==> config.mk <==
export PLATFORM = sky130hd
export DESIGN_NAME = mul_cmd_sequencer
export DESIGN_NICKNAME = d
export VERILOG_FILES = /design/src/rtl/mul_cmd_sequencer.sv
export SDC_FILE = /design/constraint.sdc
export NUM_CORES = 1
export LEC_CHECK = 0
export CAP_MARGIN = 20
export CORE_AREA = 8 8 114 116
export CTS_BUF_LIST = sky130_fd_sc_hd__clkbuf_8
export DETAILED_ROUTE_END_ITERATION = 6
export DIE_AREA = 0 0 122 124
export GPL_ROUTABILITY_DRIVEN = 0
export GPL_TIMING_DRIVEN = 0
export HOLD_SLACK_MARGIN = 0.03
export PLACE_DENSITY = 0.76
export SETUP_SLACK_MARGIN = 0.3
export SYNTH_ARGS = -nofsm -noshare
export SYNTH_HDL_FRONTEND = slang
export SYNTH_SLANG_ARGS = --single-unit
==> constraint.sdc <==
create_clock -name clk -period 6 [get_ports clk]
set_clock_uncertainty 0.05 [all_clocks]
set_input_delay 1.5 -clock clk [delete_from_list [all_inputs] [get_ports clk]]
set_output_delay 1.5 -clock clk [all_outputs]
set_load 0.02 [all_outputs]
==> src/rtl/mul_cmd_sequencer.sv <==
// ---------------------------------------------------------------------------
// mul_cmd_sequencer
//
// Consumes the MUL controller's two command streams and drives the single
// memory-array port:
//   * external load/store commands (one-cycle strobe, always accepted)
//   * handshaked compute commands (NOP / ADD / MUL), each expanded into a
//     row-level micro-op sequence: read A, read B, write result.
// Load/store always owns the array port in its cycle; any pending micro-op
// holds its state and counters for that cycle.
//
// Ports
//   clk, rst_n        system clock, asynchronous active-low reset
//   ExLdSt_valid      load/store strobe (no ready)
//   ExLdSt_command    [6]=dir (1=store, 0=load), [5:0]=row
//   ExLdSt_wdata      store data, sampled with ExLdSt_valid
//   ExLdSt_rdata      load return data (0 unless ExLdSt_rvalid)
//   ExLdSt_rvalid     one-cycle pulse, the cycle after a load
//   Compute_valid     compute command offered
//   Compute_ready     high only while idle
//   Compute_command   [24:21]=op [20:18]=wcode [17:12]=A [11:6]=B [5:0]=D
//   cmd_done          one-cycle pulse when a compute command retires
//   cmd_err           pulses with cmd_done for an illegal opcode
//   arr_en/arr_we     array access strobe / write select
//   arr_op            opcode of the active micro-op (0 for load/store)
//   arr_row           row address
//   arr_wdata         store data on a store, 0 otherwise
//   arr_rdata         array read data, valid the cycle after a read
// ---------------------------------------------------------------------------
module mul_cmd_sequencer #(
    parameter int unsigned ROW_NUM = 64,
    parameter int unsigned ADDR_W  = 6
) (
    input  logic               clk,
    input  logic               rst_n,
    input  logic               ExLdSt_valid,
    input  logic [6:0]         ExLdSt_command,
    input  logic [ROW_NUM-1:0] ExLdSt_wdata,
    output logic [ROW_NUM-1:0] ExLdSt_rdata,
    output logic               ExLdSt_rvalid,
    input  logic               Compute_valid,
    output logic               Compute_ready,
    input  logic [24:0]        Compute_command,
    output logic               cmd_done,
    output logic               cmd_err,
    output logic               arr_en,
    output logic               arr_we,
    output logic [3:0]         arr_op,
    output logic [ADDR_W-1:0]  arr_row,
    output logic [ROW_NUM-1:0] arr_wdata,
    input  logic [ROW_NUM-1:0] arr_rdata
);

    typedef enum logic [2:0] {
        S_IDLE,
        S_RD_A,
        S_RD_B,
        S_WR,
        S_DONE
    } state_t;

    localparam logic [3:0] OP_NOP = 4'b0000;
    localparam logic [3:0] OP_ADD = 4'b0001;
    localparam logic [3:0] OP_MUL = 4'b0010;

    state_t state, state_nxt;

    // Latched command fields
    logic [3:0]        op_q;
    logic [2:0]        wc_q;
    logic [ADDR_W-1:0] a_q, b_q, d_q;
    logic              err_q;

    // Step counters: j = inner (ADD step / MUL inner), i = MUL outer
    logic [2:0]        i_q, j_q;

    logic              rvalid_q;

    // Command field decode
    logic [3:0]        cmd_op;
    logic              cmd_is_seq;
    logic              cmd_illegal;

    logic              ls_valid;
    logic              ls_dir;
    logic              accept;
    logic              stall;
    logic              is_mul;
    logic              last_i, last_j, seq_last;

    logic [ADDR_W-1:0] row_a, row_b, row_d;

    // Load/store is masked while reset is asserted so every output reads 0
    // immediately, even if a strobe happens to be present.
    assign ls_valid    = ExLdSt_valid & rst_n;
    assign ls_dir      = ExLdSt_command[6];

    assign cmd_op      = Compute_command[24:21];
    assign cmd_is_seq  = (cmd_op == OP_ADD) || (cmd_op == OP_MUL);
    assign cmd_illegal = !cmd_is_seq && (cmd_op != OP_NOP);

    assign accept      = Compute_valid && (state == S_IDLE);
    assign stall       = ls_valid;

    assign is_mul      = (op_q == OP_MUL);
    assign last_i      = (i_q == wc_q);
    assign last_j      = (j_q == wc_q);
    assign seq_last    = is_mul ? (last_i && last_j) : last_j;

    // Row addresses, wrapping modulo 2^ADDR_W. For ADD the outer counter
    // stays 0, so D+i+j reduces to D+j and one adder chain serves both ops.
    assign row_a = a_q + ADDR_W'(j_q);
    assign row_b = b_q + (is_mul ? ADDR_W'(i_q) : ADDR_W'(j_q));
    assign row_d = d_q + ADDR_W'(i_q) + ADDR_W'(j_q);

    // -----------------------------------------------------------------------
    // State register
    // -----------------------------------------------------------------------
    always_ff @(posedge clk or negedge rst_n) begin
        if (!rst_n) begin
            state <= S_IDLE;
        end else begin
            state <= state_nxt;
        end
    end

    // -----------------------------------------------------------------------
    // Next-state logic
    // -----------------------------------------------------------------------
    always_comb begin
        state_nxt = state;
        case (state)
            S_IDLE: begin
                if (accept) begin
                    state_nxt = cmd_is_seq ? S_RD_A : S_DONE;
                end
            end
            S_RD_A: begin
                if (!stall) state_nxt = S_RD_B;
            end
            S_RD_B: begin
                if (!stall) state_nxt = S_WR;
            end
            S_WR: begin
                if (!stall) state_nxt = seq_last ? S_DONE : S_RD_A;
            end
            S_DONE: begin
                state_nxt = S_IDLE;
            end
            default: begin
                state_nxt = S_IDLE;
            end
        endcase
    end

    // -----------------------------------------------------------------------
    // Command latch and step counters
    // -----------------------------------------------------------------------
    always_ff @(posedge clk or negedge rst_n) begin
        if (!rst_n) begin
            op_q  <= '0;
            wc_q  <= '0;
            a_q   <= '0;
            b_q   <= '0;
            d_q   <= '0;
            err_q <= 1'b0;
            i_q   <= '0;
            j_q   <= '0;
        end else if (accept) begin
            op_q  <= cmd_op;
            wc_q  <= Compute_command[20:18];
            a_q   <= ADDR_W'(Compute_command[17:12]);
            b_q   <= ADDR_W'(Compute_command[11:6]);
            d_q   <= ADDR_W'(Compute_command[5:0]);
            err_q <= cmd_illegal;
            i_q   <= '0;
            j_q   <= '0;
        end else if ((state == S_WR) && !stall) begin
            // Counters advance only after a completed write. On the final
            // step they may wrap; they are cleared again at the next accept.
            if (is_mul && last_j) begin
                j_q <= '0;
                i_q <= i_q + 3'd1;
            end else begin
                j_q <= j_q + 3'd1;
            end
        end
    end

    // -----------------------------------------------------------------------
    // Load return: rvalid follows a load by one cycle
    // -----------------------------------------------------------------------
    always_ff @(posedge clk or negedge rst_n) begin
        if (!rst_n) begin
            rvalid_q <= 1'b0;
        end else begin
            rvalid_q <= ls_valid && !ls_dir;
        end
    end

    assign ExLdSt_rvalid = rvalid_q;
    assign ExLdSt_rdata  = rvalid_q ? arr_rdata : '0;

    // -----------------------------------------------------------------------
    // Output logic: array port mux and command status
    // -----------------------------------------------------------------------
    always_comb begin
        Compute_ready = (state == S_IDLE);
        cmd_done      = (state == S_DONE);
        cmd_err       = (state == S_DONE) && err_q;

        arr_en    = 1'b0;
        arr_we    = 1'b0;
        arr_op    = '0;
        arr_row   = '0;
        arr_wdata = '0;

        if (ls_valid) begin
            // Load/store owns the port; the sequencer is stalled this cycle.
            arr_en    = 1'b1;
            arr_we    = ls_dir;
            arr_row   = ADDR_W'(ExLdSt_command[5:0]);
            arr_wdata = ls_dir ? ExLdSt_wdata : '0;
        end else begin
            case (state)
                S_RD_A: begin
                    arr_en  = 1'b1;
                    arr_op  = op_q;
                    arr_row = row_a;
                end
                S_RD_B: begin
                    arr_en  = 1'b1;
                    arr_op  = op_q;
                    arr_row = row_b;
                end
                S_WR: begin
                    arr_en  = 1'b1;
                    arr_we  = 1'b1;
                    arr_op  = op_q;
                    arr_row = row_d;
                end
                default: begin
                    arr_en = 1'b0;
                end
            endcase
        end
    end

endmodule

==> results of run 1 <==
-- final timing paths --
path / startpoint / endpoint / depth (start not counted)
min in group asynchronous: rst_n / a_q[5] / 1
worst max-delay path: rst_n / arr_wdata[20] / 6
worst min register to register: b_q[2] / b_q[2] / 1
worst min-delay path: b_q[2] / b_q[2] / 1
max in group asynchronous: rst_n / b_q[2] / 1
worst max register to register: state[1] / b_q[3] / 6
-- cells in the mapped netlist (3+ instances only) --
| cell type | instances | area share |
|---|---|---|
| and2_1 | 134 | 0.26 |
| dfrtp_1 | 36 | 0.28 |
| mux2_2 | 23 | 0.079 |
| clkbuf_1 | 17 | 0.020 |
| inv_1 | 17 | 0.020 |
| o21ai_0 | 16 | 0.024 |
| nand2_1 | 15 | 0.017 |
| xnor2_1 | 14 | 0.037 |
| nor2_1 | 13 | 0.015 |
| ha_1 | 12 | 0.046 |
| a21oi_1 | 9 | 0.014 |
| xor2_1 | 7 | 0.019 |
| fa_1 | 6 | 0.037 |
| nor3_1 | 6 | 0.0092 |
| nor2b_1 | 5 | 0.0096 |
| a211oi_1 | 3 | 0.0069 |
| a22oi_1 | 3 | 0.0069 |
| a32oi_1 | 3 | 0.0080 |
| buf_2 | 3 | 0.0046 |
| nand3_1 | 3 | 0.0046 |
| nor2_2 | 3 | 0.0057 |
-- kinds of logic (layout without fill, tap and decap cells) --
| logic type | after synthesis | after routing | share of synthesized area |
|---|---|---|---|
| AOI/OAI and AO/OA | 45 | 45 | 0.0872 |
| xor gates and xnor gates | 21 | 21 | 0.0562 |
| adders and majority gates | 18 | 18 | 0.0826 |
| buffers and inverters | 41 | 356 | 0.0539 |
| DFF | 36 | 36 | 0.275 |
| muxes | 25 | 25 | 0.0853 |
| other | 0 | 2 | 0 |
| and+or+nand+nor | 193 | 193 | 0.359 |
-- stage by stage --
| stage | instances | hold WS [ps] | setup TNS, ps | power (mW) |
|---|---|---|---|---|
| 3_3_place_gp | 829 | 465 | -40290 | 1.28 |
| 2_1_floorplan | 379 | 437 | 0 | 0.941 |
| 3_5_place_dp | 829 | 469 | 0 | 1.30 |
| 5_1_grt | 839 | 498 | 0 | 1.58 |
| 4_1_cts | 837 | 486 | 0 | 1.49 |
| 6_report | 839 | 478 | 0 | 1.48 |
-- routing by layer --
metal	vias up	GRT usage	wire, microns	share of wire
met1	1788	0.221	6260	0.37
met5	-	0	94	0.0056
met4	14	0.0146	76	0.0045
li1	1861	-	-	-
met2	161	0.353	8330	0.49
met3	20	0.107	2070	0.12
-- state kept, by name, summed over array words and instances, names as in the netlist --
| name | count |
|---|---|
| wc_q | 3 |
| op_q | 4 |
| state | 3 |
| j_q | 3 |
| err_q | 1 |
| i_q | 3 |
| a_q | 6 |
| ExLdSt_rvalid | 1 |
| d_q | 6 |
| b_q | 6 |
-- power groups by stage --
stage / sequential, mW / clock (mW) / combinational, mW
after floorplan: 0.415 / 0 / 0.526
after global placement: 0.435 / 0 / 0.847
after detailed placement: 0.439 / 0 / 0.864
after CTS: 0.435 / 0.182 / 0.872
after global routing: 0.448 / 0.191 / 0.940
final: 0.435 / 0.178 / 0.867
-- timing repair --
item / in CTS / in global routing
buffers inserted: 0 / 0
resized for setup: 0 / 1
setup endpoints to repair: 0 / 50
-- final cells by class --
class / count / share of cell area
plain buffers: 24 / 0.0170
diodes: 2 / 0.000757
inverters: 17 / 0.00965
repair buffers: 307 / 0.464
clock inverters: 2 / 0.00113
flip-flops and latches: 36 / 0.136
well taps: 143 / 0.0270
multi-input cells: 302 / 0.332
clock buffers: 6 / 0.0125
==> key figures, run 1 <==
Clocking
  • H-tree depth: 2
  • CTS Sinks: 36
  • CTS tree: yes
  • CTS clk-pin slew, worst paths: 70 ps
  • # hold bufs at CTS: 0
  • Total CTS buffers: 5
  • Clk_lat worst skew: 290 ps
  • Root Buffer: clkbuf_8
  • Max clock buf depth: 2

Detailed routing
  • Routed Antenna Nets: 0
  • Drc violations: 0
  • Final Routed Wirelength: approximately 17000 microns
  • DR WL/cell: 20.1 microns
  • Iter 0 DRT Violations: about 170
  • DR vias: 3844
  • TritonRoute pass-1 iters: 4
  • Vias/cell: 4.58

Critical path
  • CP max stage delay: between 600 and 700 ps
  • WP data required: 4450 ps
  • Most used cell, CP: clkbuf_1
  • Delay-heaviest family, CP: buffers and inverters
  • R2R Setup Slk: 4220 ps
  • CP bufs+invs: 4
  • Slowest CP cell: clkdlybuf4s50_1
  • CP endpoint kind: primary output
  • Startpoint types: primary input
  • Critical path class: primary input to primary output
  • Crit path max fanout: 39
  • Worst path arrival time: between 3000 and 4000 ps
  • Crit-path cells: clkbuf_4 -> and3_1 -> clkbuf_1 -> clkbuf_1 -> and2_1 -> clkdlybuf4s50_1

Run
  • Max-cap violation count: 0

Place
  • Final HPWL DP: about 15000 microns
  • Port bufs: 307
  • Placement-stage cell area: 6520 sq um
  • Place WS: approximately 330 ps

Floorplan
  • Die area: roughly 15000 sq um
  • Die width: 122 microns
  • Std cell rows: 39
  • Die Y: between 100 and 150 microns
  • IO Pins: 308
  • Starting Density: 0.293
  • Core box area: around 11000 sq um

Power and ir drop
  • Combinational power share: 0.586
  • Internal power: 0.886 mW
  • Switching share of total power: 0.401
  • Worst vdd ir: around 0.22 mV
  • Cell Pwr Density: 224 nW/um^2
  • Leakage Power: 2.64 nW
  • Clk pwr share: 0.121
  • Sequential share of power: 0.294
  • Sw Pwr: slightly below 0.6 mW

Cells and area
  • Storage cell area: 901 sq um
  • Final instance area: 6620 sq um
  • P&R area growth vs syn: 102%
  • Nets: 875
  • Commonest non-fill, non-tap cell in the layout: clkdlybuf4s50_1
  • Fill cells: 1008
  • Most frequent cells in the layout: 306 x clkdlybuf4s50_1, 134 x and2_1, 36 x dfrtp_1
  • Layout cells sized above 1: 0.0663
  • Area of the multi-input gates: roughly 2200 sq um
  • Util after Layout: 0.592

Logic synthesis
  • Number of flops mapped to enable cells by yosys: 0
  • Synth Area per Inst: 8.63 sq um
  • Register area share after synthesis: 0.275
  • Flops & latches, synth: 36
  • FFs w/ async S/R, synth: 1.00
  • Post-Syn Area: 3270 sq um
  • Yosys warns: 0
  • Synth Net Count: 561
  • Ys flop type: dfrtp_1
  • Synthesized instance count: 379
  • Yosys cell types: 45

Global route
  • Initial antenna violation count: 9
  • First-pass GRT wire length: around 23000 microns
  • Largest net degree at the start of global routing: 40
  • Gr usage total: 0.202
  • GR Overflow Total: 0
  • Vias in the first global route: 3976

Timing
  • Slew @ Worst Pin: 540 ps
  • Final worst slack: 609 ps
  • Fin. Hold Viols: 0
  • Max Freq: ~190 MHz
  • Final worst path period need: roughly 5400 ps
  • Relative slew slack: 0.640
  • Slew Limit Fails: 0
  • Final period util: 0.899
  • Unrepaired setup endpoints after global routing: false
  • Final setup fails: 0

Min path
  • Hold Path Class: register to register

Run status
  • Status: completed
(Power assumes the default switching activity.)
==> inputs of run 2 (changes only) <==
--- a/config.mk
+++ b/config.mk
@@ -6,14 +6,14 @@
 export NUM_CORES = 1
 export LEC_CHECK = 0
 export CAP_MARGIN = 20
-export CORE_AREA = 8 8 114 116
+export CORE_AREA = 2 2 121 123
 export CTS_BUF_LIST = sky130_fd_sc_hd__clkbuf_8
 export DETAILED_ROUTE_END_ITERATION = 6
-export DIE_AREA = 0 0 122 124
+export DIE_AREA = 0 0 123 125
 export GPL_ROUTABILITY_DRIVEN = 0
 export GPL_TIMING_DRIVEN = 0
 export HOLD_SLACK_MARGIN = 0.03
-export PLACE_DENSITY = 0.76
+export PLACE_DENSITY = 0.63
 export SETUP_SLACK_MARGIN = 0.3
 export SYNTH_ARGS = -nofsm -noshare
 export SYNTH_HDL_FRONTEND = slang
==> run 2 against run 1 <==
  * Combinational power is essentially flat
  * Critical endpoint is now arr_wdata[42]
  * Via count increased by 0.26%
  * Power fell by 0.83%
  * Highest routed layer is now met4
  * Setup slack improved by 95 ps
==> key figures, run 2 (synthesis gave the netlist of run 1 again) <==
Run status
  • Status: completed

Detailed routing
  • Drc violations: 0 (unchanged)
  • DR WL/cell: 16.9 microns (-16%)
  • Routed Antenna Nets: 0 (unchanged)
  • DR vias: 3854 (+0.26%)
  • Iter 0 DRT Violations: 74 (-55%)
  • Final Routed Wirelength: 14800 microns (-12%)
  • Vias/cell: 4.39 (-4.2%)
  • TritonRoute pass-1 iters: 4 (unchanged)

Critical path
  • Crit-path cells: buf_4 -> and3_1 -> clkbuf_2 -> clkbuf_1 -> and2_1 -> clkdlybuf4s50_1
  • Crit path max fanout: 39 (unchanged)
  • CP max stage delay: 680 ps (+20 ps)
  • Slowest CP cell: clkdlybuf4s50_1
  • Critical path class: primary input to primary output
  • R2R Setup Slk: 4200 ps (-20 ps)
  • Startpoint types: primary input
  • Reg2reg path depth: 6 (unchanged)
  • WP data required: 4450 ps (about the same)
  • CP endpoint kind: primary output
  • Worst path arrival time: 3750 ps (-90 ps)

Min path
  • Hold Path Class: register to register
  • Min-Delay Path Depth: 1 (unchanged)

Power and ir drop
  • Sequential share of power: 0.296 (+0.002)
  • Worst vdd ir: 0.158 mV (-27%)
  • Clk pwr share: 0.114 (-0.007)
  • Internal power: 0.873 mW (-1.5%)
  • Leakage Power: 2.63 nW (-0.19%)
  • Combinational power share: 0.590 (+0.004)
  • Sw Pwr: 0.595 mW (+0.23%)
  • Cell Pwr Density: 221 nW/um^2 (-1.4%)
  • Switching share of total power: 0.405 (+0.00425)

Cells and area
  • Most frequent cells in the layout: 306 x clkdlybuf4s50_1, 134 x and2_1, 36 x dfrtp_1
  • P&R area growth vs syn: 103%
  • Layout cells sized above 1: 0.0678 (+0.00154)
  • Commonest non-fill, non-tap cell in the layout: clkdlybuf4s50_1
  • Largest registers: a_q (6), b_q (6), d_q (6)
  • Fill cells: 1357 (+35%)
  • Nets: 875 (unchanged)

Floorplan
  • Die width: 123 microns (+0.82%)
  • Die area: 15400 sq um (+1.6%)
  • Starting Density: 0.230 (-0.0624)
  • Core box area: 14200 sq um (+27%)
  • Die Y: 125 microns (+0.81%)
  • Std cell rows: 44 (+13%)
  • IO Pins: 308 (unchanged)

Timing
  • Unrepaired setup endpoints after global routing: false
  • Fin. Hold Viols: 0 (unchanged)
  • Final setup fails: 0 (unchanged)
  • Final worst path period need: 5300 ps (-95.4 ps)
  • Final period util: 0.883 (-0.0159)
  • Slew @ Worst Pin: 524 ps (-15.5 ps)
  • Worst hold margin: 488 ps (+9.89 ps)
  • Total negative slack: 0 ps (unchanged)
  • Slew Limit Fails: 0 (unchanged)
  • Relative slew slack: 0.649 (+0.00888)
  • Max Freq: 189 MHz (+1.8%)

Global route
  • Initial antenna violation count: 1 (-8)
  • Gr usage total: 0.184 (-0.0176)
  • Vias in the first global route: 3806 (-4.3%)
  • GR Overflow Total: 0 (unchanged)
  • Largest net degree at the start of global routing: 40 (unchanged)
  • First-pass GRT wire length: 21600 microns (-7.8%)

Clocking
  • H-tree depth: 2 (unchanged)
  • Clk_lat worst skew: 290 ps (about the same)
  • Max clock buf depth: 2 (unchanged)
  • Total CTS buffers: 5 (unchanged)
  • # hold bufs at CTS: 0 (unchanged)
  • CTS clk-pin slew, worst paths: 70 ps (about the same)
  • CTS Sinks: 36 (unchanged)
  • CTS tree: yes
  • Root Buffer: clkbuf_8
  • Post CTS Setup Buffer Count: 0 (unchanged)

Run
  • Max-cap violation count: 0 (unchanged)

Place
  • Port bufs: 307 (unchanged)
  • Final HPWL DP: 12700 microns (-15%)
[run 2: cell types whose count changed in the layout (fill, tap and decap cells not counted)]
cell | before | now
clkinv_2 | 0 | 1
clkbuf_1 | 17 | 16
buf_4 | 1 | 2
clkbuf_4 | 1 | 0
clkbuf_2 | 0 | 1
inv_1 | 19 | 18
diode_2 | 2 | 1
clkbuf_8 | 6 | 5
[run 2: worst paths after layout]
| kind | startpoint | endpoint |
|---|---|---|
| setup / recovery | rst_n | arr_wdata[42] |
| hold / removal | a_q[2] | a_q[2] |
| setup reg to reg | state[1] | wc_q[1] |
| hold reg to reg | a_q[2] | a_q[2] |
| max in group asynchronous | rst_n | op_q[1] |
| min in group asynchronous | rst_n | j_q[1] |
[run 2: cell type report]
class	instances	area, sq um	area share
buffer	24	114	0.0171
clock buffer	5	68.8	0.0103
inverter	17	63.8	0.00959
clock inverter	2	8.76	0.00132
multi-input combinational	302	2190	0.330
timing repair buffer	307	3070	0.462
antenna	1	2.50	0.000376
tap	184	230	0.0346
sequential	36	901	0.135
[run 2: per-layer routing]
| metal | global-route usage | wire (microns) | vias to the layer above | share of wire |
|---|---|---|---|---|
| met3 | 0.0657 | 1630 | 9 | 0.11 |
| met2 | 0.333 | 7640 | 164 | 0.52 |
| met4 | 0.0348 | 103 | 0 | 0.0070 |
| li1 | - | - | 1863 | - |
| met5 | 0 | 0 | - | 0 |
| met1 | 0.207 | 5440 | 1818 | 0.37 |
[run 2: critical path: cells and delay by family]
family                 cells  cell delay (ps)
buffers and inverters      4             1720
and+or+nand+nor            2              500
[run 2: timing repair]
| item | in CTS | in global routing |
|---|---|---|
| hold endpoints to repair | 0 | 0 |
| gates resized for setup | 1 | 2 |
| endpoints found under the setup margin | 10 | 2 |
[run 2: per-stage QoR]
step / worst slack [ps] / power (mW) / utilization / instance area [sq um] / cells
2_1_floorplan: 1760 / 0.941 / - / 3270 / 379
3_3_place_gp: -839 / 1.29 / 0.463 / 6570 / 870
3_5_place_dp: 182 / 1.31 / 0.462 / 6570 / 870
4_1_cts: 481 / 1.48 / 0.468 / 6650 / 877
5_1_grt: 464 / 1.58 / 0.468 / 6650 / 878
6_report: 704 / 1.47 / 0.468 / 6650 / 878
[run 2: power by group through the flow]
| stage | clock network (mW) | logic, mW | registers, mW |
|---|---|---|---|
| CTS | 0.175 | 0.873 | 0.436 |
| detailed placement | 0 | 0.867 | 0.440 |
| finish | 0.167 | 0.866 | 0.434 |
| global route | 0.182 | 0.951 | 0.450 |
| floorplan | 0 | 0.526 | 0.415 |
| global placement | 0 | 0.853 | 0.438 |
==> inputs of run 3 (changes only) <==
--- a/config.mk
+++ b/config.mk
@@ -14,6 +14,7 @@
 export GPL_TIMING_DRIVEN = 0
 export HOLD_SLACK_MARGIN = 0.03
 export PLACE_DENSITY = 0.63
+export REMOVE_ABC_BUFFERS = 1
 export SETUP_SLACK_MARGIN = 0.3
 export SYNTH_ARGS = -nofsm -noshare
 export SYNTH_HDL_FRONTEND = slang
==> constraint.sdc (replaced) <==
create_clock -name clk -period 6 [get_ports clk]
set_clock_uncertainty 0.05 [all_clocks]
set_input_delay 1.5 -clock clk [delete_from_list [all_inputs] [get_ports clk]]
set_output_delay 1.5 -clock clk [all_outputs]
set_load 0.05 [all_outputs]
==> run 3 against run 2 <==
  * Register-to-register slack got worse by 370 ps
  * Routed wire length increased by 3.4%
  * Non-clock buffer count decreased by 22
  * Design area decreased by 0.21%
  * Largest cell class unchanged
  * Sequential share of layout area about the same
  * Final cell count decreased by 1.8%
  * Fmax decreased by 2.1%
  * Setup slack got worse by 110 ps
  * Critical path depth unchanged
  * Clock power increased by 28%
  * Combinational power increased by 8.0%
==> key figures, run 3 (synthesis gave the netlist of run 1 again) <==
Run status
  • Status: completed

Cells and area
  • Most frequent cells in the layout: 303 x clkdlybuf4s50_1, 133 x and2_1, 36 x dfrtp_1
  • Post-layout instance count excluding filler cells: 862 (-1.8%)
  • Commonest non-fill, non-tap cell in the layout: clkdlybuf4s50_1
  • Fill cells: 1370 (+0.96%)
  • Largest registers: a_q (6), b_q (6), d_q (6)
  • Layout cells sized above 1: 0.0699 (+0.00212)
  • P&R area growth vs syn: 103%
  • Util after Layout: 0.467 (-0.000969)
  • Nets: 853 (-2.5%)

Power and ir drop
  • Sw Pwr: 0.710 mW (+19%)
  • Internal power: 0.901 mW (+3.3%)
  • Sequential share of power: 0.287 (-0.009)
  • Cell Pwr Density: 243 nW/um^2 (+10%)
  • Worst vdd ir: 0.131 mV (-17%)
  • Leakage Power: 2.65 nW (+0.63%)
  • Combinational power share: 0.580 (-0.010)
  • Clk pwr share: 0.133 (+0.019)
  • Switching share of total power: 0.441 (+0.0355)

Detailed routing
  • Iter 0 DRT Violations: 185 (+150%)
  • TritonRoute pass-1 iters: 4 (unchanged)
  • Vias/cell: 4.29 (-2.4%)
  • Drc violations: 0 (unchanged)
  • DR vias: 3694 (-4.2%)
  • Routed Antenna Nets: 0 (unchanged)
  • DR WL/cell: 17.8 microns (+5.3%)
  • Final Routed Wirelength: 15300 microns (+3.4%)

Critical path
  • Reg2reg path depth: 3 (-3)
  • Delay-heaviest family, CP: buffers and inverters
  • CP Launch Point: rst_n
  • Crit Reg-Reg Startpoint: state[1]
  • Crit-path cells: clkbuf_4 -> and2_1 -> nor3_2 -> buf_4 -> a22o_1 -> clkdlybuf4s50_1
  • Worst path arrival time: 3860 ps (+110 ps)
  • Worst path depth: 6 (unchanged)
  • Worst setup path end: arr_row[2]
  • CP max stage delay: 800 ps (+120 ps)
  • WP data required: 4450 ps (about the same)
  • R2r endpoint: d_q[1]
  • Slowest CP cell: clkdlybuf4s50_1
  • R2R Setup Slk: 3830 ps (-370 ps)
  • Startpoint types: primary input
  • CP endpoint kind: primary output
  • Critical path class: primary input to primary output
  • Crit path max fanout: 39 (unchanged)
  • CP bufs+invs: 3 (-1)

Timing
  • Unrepaired setup endpoints after global routing: false
  • Fin. Hold Viols: 0 (unchanged)
  • Relative slew slack: 0.468 (-0.181)
  • Final worst path period need: 5410 ps (+111 ps)
  • Max Freq: 185 MHz (-2.1%)
  • Final setup fails: 0 (unchanged)
  • Slew @ Worst Pin: 798 ps (+273 ps)
  • Final period util: 0.901 (+0.0186)
  • Total negative slack: 0 ps (unchanged)
  • Slew Limit Fails: 0 (unchanged)

Run
  • Max-cap violation count: 0 (unchanged)

Floorplan
  • Std cell rows: 44 (unchanged)
  • Starting Density: 0.230 (unchanged)
  • IO Pins: 308 (unchanged)
  • Die Y: 125 microns (unchanged)
  • Core box area: 14200 sq um (unchanged)
  • Die width: 123 microns (unchanged)
  • Die area: 15400 sq um (unchanged)

Clocking
  • CTS clk-pin slew, worst paths: 80 ps (about the same)
  • # hold bufs at CTS: 0 (unchanged)
  • Clk_lat worst skew: 290 ps (about the same)
  • CTS Sinks: 36 (unchanged)
  • CTS tree: yes
  • Root Buffer: clkbuf_8
  • H-tree depth: 2 (unchanged)
  • Total CTS buffers: 5 (unchanged)
  • Max clock buf depth: 2 (unchanged)

Global route
  • First-pass GRT wire length: 22400 microns (+3.4%)
  • Vias in the first global route: 3929 (+3.2%)
  • Gr usage total: 0.191 (+0.00670)
  • Largest net degree at the start of global routing: 66 (+65%)
  • GR Overflow Total: 0 (unchanged)
  • Initial antenna violation count: 6 (+5)

Place
  • Cells after DPL: 848 (-2.5%)
  • Final HPWL DP: 13200 microns (+4.2%)
  • Port bufs: 307 (unchanged)

Min path
  • Hold Path Class: register to register
  • Worst Hold Launch: a_q[2]
[run 3: repair_timing]
item,in CTS,in global routing
resized for setup,2,4
setup buffers,0,0
setup endpoints to repair,70,21
[run 3: metal layers]
| metal | vias up | wire [microns] | global-route usage |
|---|---|---|---|
| met3 | 16 | 1130 | 0.0452 |
| met4 | 0 | 310 | 0.0682 |
| li1 | 1822 | - | - |
| met2 | 136 | 8240 | 0.357 |
| met1 | 1720 | 5650 | 0.206 |
| met5 | - | 0 | 0 |
[run 3: how the worst min path moves through the flow]
stage	end	slack, ps	cells after the start
after CTS	a_q[2]	480	1
after detailed placement	a_q[2]	460	1
after floorplan	a_q[0]	440	1
after global placement	a_q[2]	450	1
final	a_q[2]	480	1
after global routing	a_q[2]	490	1
[run 3: per-stage QoR]
step	setup WS [ps]	hold WS, ps	instance area (sq um)	total power [mW]
3_3_place_gp	-1390	454	6460	1.38
5_1_grt	367	495	6640	1.72
4_1_cts	338	480	6610	1.63
2_1_floorplan	1240	438	3160	1.05
3_5_place_dp	133	461	6490	1.41
6_report	593	477	6640	1.61
[run 3: power groups by stage]
| stage | clock, mW | combinational, mW | sequential (mW) |
|---|---|---|---|
| global route | 0.232 | 1.01 | 0.479 |
| detailed placement | 0 | 0.938 | 0.467 |
| global placement | 0 | 0.921 | 0.464 |
| CTS | 0.222 | 0.946 | 0.462 |
| finish | 0.214 | 0.935 | 0.462 |
| floorplan | 0 | 0.612 | 0.434 |
[run 3: worst register-to-register path, stage by stage, from the launching register on]
cell and delay [ps]:
dfrtp_1 580, nor3_2 280, and2_2 710, mux2_2 430
[run 3: final cells by class]
class,instances,area (sq um),area share
clock buffer,5,68.8,0.0104
clock inverter,3,42.5,0.00641
inverter,17,63.8,0.00961
sequential,36,901,0.136
multi-input combinational,302,2200,0.332
antenna,6,15.0,0.00226
timing repair buffer,309,3110,0.469
tap,184,230,0.0347
